[config.mk]
export PLATFORM = sky130hd
export DESIGN_NAME = sum_display_scanner
export DESIGN_NICKNAME = d
export VERILOG_FILES = /design/src/rtl/sum_display_scanner_pkg.sv /design/src/rtl/hex_to_seg7.sv /design/src/rtl/sum_display_scanner.sv
export SDC_FILE = /design/constraint.sdc
export NUM_CORES = 1
export LEC_CHECK = 0
export BUFFER_PORTS_ARGS = -buffer_cell sky130_fd_sc_hd__buf_2
export CORE_ASPECT_RATIO = 0.9
export CORE_MARGIN = 4
export CORE_UTILIZATION = 45
export CTS_BUF_LIST = sky130_fd_sc_hd__clkbuf_4
export CTS_CLUSTER_DIAMETER = 150
export DETAILED_ROUTE_END_ITERATION = 8
export PLACE_DENSITY = 0.76
export SYNTH_ARGS = -nofsm -noshare
export SYNTH_HDL_FRONTEND = slang
export SYNTH_SLANG_ARGS = --single-unit
export TNS_END_PERCENT = 5
[constraint.sdc]
create_clock -name clk -period 6.65 [get_ports clk]
set_input_delay 0.3325 -clock clk [delete_from_list [all_inputs] [get_ports clk]]
set_output_delay 0.3325 -clock clk [all_outputs]
set_load 0.01 [all_outputs]
[src/rtl/sum_display_scanner_pkg.sv]
// ============================================================================
// Module   : sum_display_scanner_pkg
// Brief    : Shared segment codes, snapshot type and digit selection encoding
// Revision : 1.0 - initial release
// ============================================================================
`default_nettype none

package sum_display_scanner_pkg;

    localparam int REFRESH_DIV_DEFAULT = 100000;

    // Active-low segment codes, bit 0 = a ... bit 6 = g
    localparam logic [6:0] SEG_0     = 7'b1000000;
    localparam logic [6:0] SEG_1     = 7'b1111001;
    localparam logic [6:0] SEG_2     = 7'b0100100;
    localparam logic [6:0] SEG_3     = 7'b0110000;
    localparam logic [6:0] SEG_4     = 7'b0011001;
    localparam logic [6:0] SEG_5     = 7'b0010010;
    localparam logic [6:0] SEG_6     = 7'b0000010;
    localparam logic [6:0] SEG_7     = 7'b1111000;
    localparam logic [6:0] SEG_8     = 7'b0000000;
    localparam logic [6:0] SEG_9     = 7'b0010000;
    localparam logic [6:0] SEG_A     = 7'b0001000;
    localparam logic [6:0] SEG_B     = 7'b0000011;
    localparam logic [6:0] SEG_C     = 7'b1000110;
    localparam logic [6:0] SEG_D     = 7'b0100001;
    localparam logic [6:0] SEG_E     = 7'b0000110;
    localparam logic [6:0] SEG_F     = 7'b0001110;
    localparam logic [6:0] SEG_BLANK = 7'b1111111;

    localparam logic [3:0] AN_OFF    = 4'b1111;

    typedef struct packed {
        logic [3:0] a;
        logic [3:0] b;
        logic       cin;
        logic [3:0] sum;
        logic       couts;
    } snapshot_t;

    typedef enum logic [1:0] {
        DIG_SUM = 2'd0,
        DIG_CIN = 2'd1,
        DIG_B   = 2'd2,
        DIG_A   = 2'd3
    } digit_sel_e;

    function automatic logic [3:0] anode_for(input logic [1:0] sel);
        anode_for = ~(4'b0001 << sel);
    endfunction

endpackage

`default_nettype wire

[src/rtl/hex_to_seg7.sv]
// ============================================================================
// Module   : hex_to_seg7
// Brief    : Combinational hex nibble to active-low 7-segment decoder
// Revision : 1.0 - initial release
// ============================================================================
`default_nettype none

module hex_to_seg7
    import sum_display_scanner_pkg::*;
(
    input  logic [3:0] i_hex,
    output logic [6:0] o_seg
);

    always_comb begin
        o_seg = SEG_BLANK;
        case (i_hex)
            4'h0: o_seg = SEG_0;
            4'h1: o_seg = SEG_1;
            4'h2: o_seg = SEG_2;
            4'h3: o_seg = SEG_3;
            4'h4: o_seg = SEG_4;
            4'h5: o_seg = SEG_5;
            4'h6: o_seg = SEG_6;
            4'h7: o_seg = SEG_7;
            4'h8: o_seg = SEG_8;
            4'h9: o_seg = SEG_9;
            4'hA: o_seg = SEG_A;
            4'hB: o_seg = SEG_B;
            4'hC: o_seg = SEG_C;
            4'hD: o_seg = SEG_D;
            4'hE: o_seg = SEG_E;
            4'hF: o_seg = SEG_F;
            default: o_seg = SEG_BLANK;
        endcase
    end

endmodule

`default_nettype wire

[src/rtl/sum_display_scanner.sv]
// ============================================================================
// Module   : sum_display_scanner
// Brief    : Snapshots a 4-bit adder's operands/result and scans them onto a
//            4-digit multiplexed 7-segment display with inter-digit blanking
// Revision : 1.0 - initial release
// ============================================================================
`default_nettype none

module sum_display_scanner
    import sum_display_scanner_pkg::*;
#(
    parameter int REFRESH_DIV = REFRESH_DIV_DEFAULT
) (
    input  logic       clk,
    input  logic       rst_n,
    input  logic       load,
    input  logic [3:0] A,
    input  logic [3:0] B,
    input  logic       Cin,
    input  logic [3:0] Sum,
    input  logic       Couts,
    output logic [3:0] an,
    output logic [6:0] seg,
    output logic       dp
);

    localparam int                 c_CNT_W   = (REFRESH_DIV > 2) ? $clog2(REFRESH_DIV) : 1;
    localparam logic [c_CNT_W-1:0] c_CNT_MAX = c_CNT_W'(REFRESH_DIV - 1);

    logic [c_CNT_W-1:0] r_cnt;
    digit_sel_e         r_sel;
    logic               r_blank;
    snapshot_t          r_snap;
    logic               w_tick;
    logic [3:0]         w_nibble;
    logic [6:0]         w_seg;

    assign w_tick = (r_cnt == c_CNT_MAX);

    // Scan timing and snapshot share one clock; load never touches cnt/sel
    always_ff @(posedge clk) begin
        if (!rst_n) begin
            r_cnt   <= '0;
            r_sel   <= DIG_SUM;
            r_blank <= 1'b0;
            r_snap  <= '0;
        end else begin
            r_cnt   <= w_tick ? '0 : r_cnt + c_CNT_W'(1);
            r_blank <= w_tick;
            if (w_tick) begin
                r_sel <= digit_sel_e'(r_sel + 2'd1);
            end
            if (load) begin
                r_snap <= '{a: A, b: B, cin: Cin, sum: Sum, couts: Couts};
            end
        end
    end

    always_comb begin
        w_nibble = r_snap.sum;
        case (r_sel)
            DIG_SUM: w_nibble = r_snap.sum;
            DIG_CIN: w_nibble = {3'b000, r_snap.cin};
            DIG_B:   w_nibble = r_snap.b;
            DIG_A:   w_nibble = r_snap.a;
            default: w_nibble = r_snap.sum;
        endcase
    end

    hex_to_seg7 u_hex_to_seg7 (
        .i_hex (w_nibble),
        .o_seg (w_seg)
    );

    // Output stage: one register after sel/blank/snapshot
    always_ff @(posedge clk) begin
        if (!rst_n) begin
            an  <= AN_OFF;
            seg <= SEG_BLANK;
            dp  <= 1'b1;
        end else begin
            an  <= r_blank ? AN_OFF : anode_for(r_sel);
            seg <= w_seg;
            dp  <= !((r_sel == DIG_SUM) && !r_blank && r_snap.couts);
        end
    end

endmodule

`default_nettype wire

# Yosys cells after proc, flatten, opt, wreduce, memory -nomap -nowiden
# Memory sizes are Yosys's and may differ from the RTL's. A register that Yosys moved wholly into a read port is not among the register bits.
# Index checks and enable logic that the tools add are counted.
# totals
word_cells,29
ff_bits,39
latch_bits,0
rom_bits,112
ramBits,0
n_memories,1
out_inout_bits,12
inputBits,17
# classes
magnitude_cmp,0
eq_ne,4
n_div,0
n_shift,1
n_reduce_logical,8
n_mul,0
addsub,2
n_mux,1
bitwise,2
# memory_table
memory,words,word_bits,rd,rd_ports_with_merged_regs,write_ports,line_no,source
(name not given),16,7,1,1,0,hex_to_seg7.sv:17,case (i_hex)
# ops
cell,count
$add 17x1->17 const B,1
$eq 17x17->1 const B,1
$pmux 4 s4,1
$eq 2x2->1 const B,2
$not 4->4,1
$reduce_or 2->1,2
$shl 1x2->4 const A,1
$logic_not 1->1,3
$add 2x1->2 const B,1
$eq 2x1->1 const B,1
$logic_and 1x1->1,2
$logic_not 2->1,1
$not 1->1,1

# Logic depth before layout (Yosys ltp)
# depth
depth_word,4
ltp_mapped,8
ltp_nobuf,8

# Modules after synthesis
# A second synthesis with hierarchy kept.
# hier_totals
hier_cells,222
area_unflattened_um2,2133.3
# by_module_without_submodules
mod,instances,seq_area_each_um2,cells_each,area_each_um2
sum_display_scanner,1,920.9,190,1858.0
hex_to_seg7,1,0.0,32,275.3

# Worst setup path after synthesis
# No wires, ideal clock.
# synth_timing
path_type,flip-flop to flip-flop
from,register r_sel[0]
to,register seg[0]
synth_period_minus_slack_ns,2.193
required_time_ns,6.528
slack_ns,4.457
t_arrival_ns,2.071
setup_time_ns,0.122
stages_incl_launch_ff,8
n_path_buf,0
cell_sequence,dfxtp_1 -> inv_1 -> ha_1 -> a222oi_1 -> a21oi_1 -> ha_1 -> or4_1 -> o311a_1
# synth_between
elab_chain_len,2
elab_cells_between_ends,5
cone_classes,eq/ne (3); mux (1); reduce/logical (1)
# synth_lines
item,line_no,source
start: declaration,sum_display_scanner.sv:31,digit_sel_e r_sel;
start signal: assignment,sum_display_scanner.sv:51,r_sel <= digit_sel_e'(r_sel + 2'd1);
"$eq 2x2->1, or another cell as far along",sum_display_scanner.sv:61,case (r_sel)
$pmux 4 s4 *,sum_display_scanner.sv:61,
end: declaration,sum_display_scanner.sv:23,"output logic [6:0] seg,"
# Every way passes the cells marked *; elsewhere a longest branch is shown, timed or not.
# A chain may end at the register's enable or synchronous reset.

# Final worst setup path
# Ends and elaborated chain as after synthesis.

==> impl_metrics.py <==
metrics = {
    "run_status": {
        "run_status": "finished, final reports clean",
    },
    "clock_tree": {
        "tritoncts": "done",
        "ctsRootBufferMaster": "clkbuf_4",
        "clock_sinks": 46,
        "cts-buffers-inserted": 5,
        "insertion_delay_ns": 0.34,
        "htreeDepth": 2,
        "hold_buffers": 0,
        "postCtsResizedCells": 0,
        "postCtsSetupBuffers": 0,
        "clockBufferDepth": 2,
        "clock_pin_slew_of_the_registers_on_the_worst_case_setup_and_hold_paths_ns": 0.13,
    },
    "floorplan": {
        "count_of_standard_cell_rows": 23,
        "die-area_um2": 5720,
        "initial_utilization_pct": 46.4,
        "die_h_um": 72.2,
        "design.portCount": 29,
        "core_area_um2": 4430,
        "dieWidth_um": 79.3,
    },
    "hold_path": {
        "worst_hold_path.endpoint": "r_snap[4]$_SDFFE_PN0P_",
        "timing.hold.worst.start": "Sum[3]",
        "worstHoldPathType": "primary input to flop",
        "timing.hold.worst_path_depth": 3,
    },
    "sta": {
        "rsz_0062_raised_after_global_routing": "no",
        "achievable-frequency_mhz": 410,
        "setup-violations-final": 0,
        "hold_violations": 0,
        "timing.slew.headroom_pct": 51.4,
        "timing.clock.skew_ns": 0.00938,
        "worstMarginPinSlew_ns": 0.728,
        "timing_max_transition_violations_final": 0,
        "period_needed_ns": 2.44,
        "post-route-period-util_pct": 36.7,
        "setup_total_negative_slack_ns": 0,
        "hold_slack_ns": 0.214,
    },
    "synth": {
        "yosysUniqueCellTypes": 45,
        "post-synth-top-count-cell": "dfxtp_1",
        "share_of_the_synthesized_area_in_the_top_cell_type_pct": 44.7,
        "synthTopCellsByArea": "dfxtp_1, mux2i_1, ha_1",
        "flop_and_latch_count_out_of_synthesis": 46,
        "yosysSeqAreaShare_pct": 44.7,
        "synthesis.instances": 211,
        "synthesis.area_per_instance_um2": 9.75,
        "synth_fp_nets": 240,
        "post_synthesis_cell_area_um2": 2060,
        "synth_common_cells": "dfxtp_1, nor2_1, mux2i_1",
        "ys.warnings.count": 0,
        "synth-async-reset-ratio_pct": 0,
        "dominantRegCellSynth": "dfxtp_1",
        "synth_area_leader_cell": "dfxtp_1",
        "synth_edf_count": 0,
    },
    "routing": {
        "routed_wl_mm": 3.82,
        "total_drc_errors_in_the_routed_layout": 0,
        "dr.pass1.iters": 5,
        "num_vias": 1536,
        "avgViaCountPerCell": 5.14,
        "antenna_left": 0,
        "drt_iter0_markers": 104,
        "wire_per_inst_um": 12.8,
    },
    "job": {
        "max_cap_violations": 0,
    },
    "worst_setup_path": {
        "crit_top_cell": "ha_1",
        "worstPathRequired_ns": 6.89,
        "criticalPathCategory": "flop to flop",
        "critical_path.reg2reg.endpoint": "seg[0]$_SDFF_PN1_",
        "cpMaxStageDelayCell": "or4_1",
        "slowest_delay_ns": 0.52,
        "capturing_element_type_of_the_critical_path": "flop",
        "worst_setup_path_startpoint": "r_sel[0]$_SDFFE_PN0P_",
        "crit_buf_inv": 1,
        "startpoint_type": "flop",
        "reg2reg_depth": 7,
        "launch_instance_of_the_worst_register_to_register_path": "r_sel[0]$_SDFFE_PN0P_",
        "timing.critical_path.max_delay_family": "compound AO/OA/AOI/OAI gates",
        "worstPathArrival_ns": 2.68,
        "critical_path.cell_chain": "inv_1 -> ha_1 -> a222oi_1 -> a21oi_1 -> ha_1 -> or4_1 -> o311a_1",
        "r2r_setup_slack_ns": 4.21,
        "maximum_fanout_count_along_the_critical_path": 5,
    },
    "grt": {
        "grt_antenna_before_repair": 0,
        "grt_pass1_wl_mm": 6.55,
        "groute.usage.overall_pct": 14.1,
        "pin_count_of_the_biggest_net_entering_global_routing": 25,
        "global_route.overflow_total": 0,
        "first_global_vias": 1418,
    },
    "power": {
        "cellInternalPower_w": 0.000383,
        "netSwitchingFraction_pct": 22.7,
        "pwr_density_cell_nw_per_um2": 216,
        "power.sequential.fraction_pct": 58.9,
        "power.switching_w": 0.000113,
        "power.static_leakage_nw": 0.983,
        "comb_power_share_pct": 9.3,
        "share_clk_of_total_power_pct": 31.7,
        "worst_ir_drop_vdd_mv": 0.135,
        "total_power_w": 0.000496,
    },
    "layout": {
        "fin_nets": 266,
        "area_growth_syn_to_layout_pct": 11.7,
        "antennaDiodeCount": 0,
        "finalInstanceArea_um2": 2300,
        "drive_above_1_share_pct": 17.3,
        "instances_no_fill": 299,
        "layout.filler_cells": 422,
    },
    "place": {
        "place.port_buffers": 28,
        "hpwlAfterDp_mm": 2.86,
        "postPlaceCellArea_um2": 2230,
        "gpl.final_weighted_congestion": 0.786,
        "dpl.cell_count": 292,
    },
}
==> metal layers <==
metal | global-route usage (%) | routed length, um | up-vias
li1 | - | - | 793
met1 | 21.7 | 1950 | 718
met2 | 20.1 | 1730 | 23
met3 | 2.98 | 117 | 2
met4 | 3.44 | 24 | 0
met5 | 0 | 0 | -
==> worst register-to-register path, stage by stage (launching register included) <==
cell and delay, ns:
dfxtp_1 0.43, inv_1 0.11, ha_1 0.28, a222oi_1 0.38
a21oi_1 0.22, ha_1 0.27, or4_1 0.52, o311a_1 0.13
==> metrics by stage <==
stage	setup slack [ns]	util, %
5_1_grt	4.07	51.9
4_1_cts	4.22	51.9
3_3_place_gp	4.36	50.3
2_1_floorplan	4.46	-
6_report	4.21	51.9
3_5_place_dp	4.23	50.3
==> flip-flops by register name, indices dropped and copies added (netlist names) <==
register / cells
r_cnt: 17
r_snap: 14
seg: 7
an: 4
r_sel: 2
dp: 1
r_blank: 1
==> cell usage in the layout (no fill, tap or decap), drive strengths merged, types with 3 or more instances in the layout <==
master / n
inv: 8
o21ai: 6
a21oi: 5
or4: 3
xnor2: 3
nand2: 13
and3: 3
a31oi: 3
ha: 12
clkbuf: 5
nand4: 6
dfxtp: 46
xor2: 9
nand3: 6
buf: 28
nor2: 31
mux2i: 19
==> worst max-delay path by stage <==
stage / to / slack (ns) / depth (start not counted)
after global routing: seg[0]$_SDFF_PN1_ / 4.07 / 7
after detailed placement: seg[0]$_SDFF_PN1_ / 4.23 / 7
after global placement: seg[0]$_SDFF_PN1_ / 4.36 / 7
after CTS: seg[0]$_SDFF_PN1_ / 4.22 / 7
after floorplan: seg[0]$_SDFF_PN1_ / 4.46 / 7
final: seg[0]$_SDFF_PN1_ / 4.21 / 7
==> logic make-up after synthesis <==
kind of cell	after synthesis	share of synthesized area, %
AND/OR/NAND/NOR	77	19.5
flip-flops	46	44.7
adder cells (fa/ha/maj)	12	7.29
multiplexers	19	9.24
XOR/XNOR	12	5.11
AO/OA/AOI/OAI	28	10.3
buffers and inverters	17	3.83
==> cell type report <==
type	count	area, um2	share of cell area, %
Clock buffer	5	37.5	1.63
Inverter	8	30.0	1.31
Multi-Input combinational cell	148	1060	46.1
Tap cell	62	77.6	3.38
Clock inverter	2	33.8	1.47
Sequential cell	46	921	40.1
Timing Repair Buffer	28	140	6.10
==> power by group through the flow <==
stage               combinational, W  sequential (W)  clock, W
CTS                        0.0000467        0.000293  0.000162
floorplan                  0.0000297        0.000300         0
finish                     0.0000463        0.000292  0.000158
global route               0.0000532        0.000294  0.000174
global placement           0.0000455        0.000299         0
detailed placement         0.0000464        0.000299         0
Power figures use the tool's default switching activity.
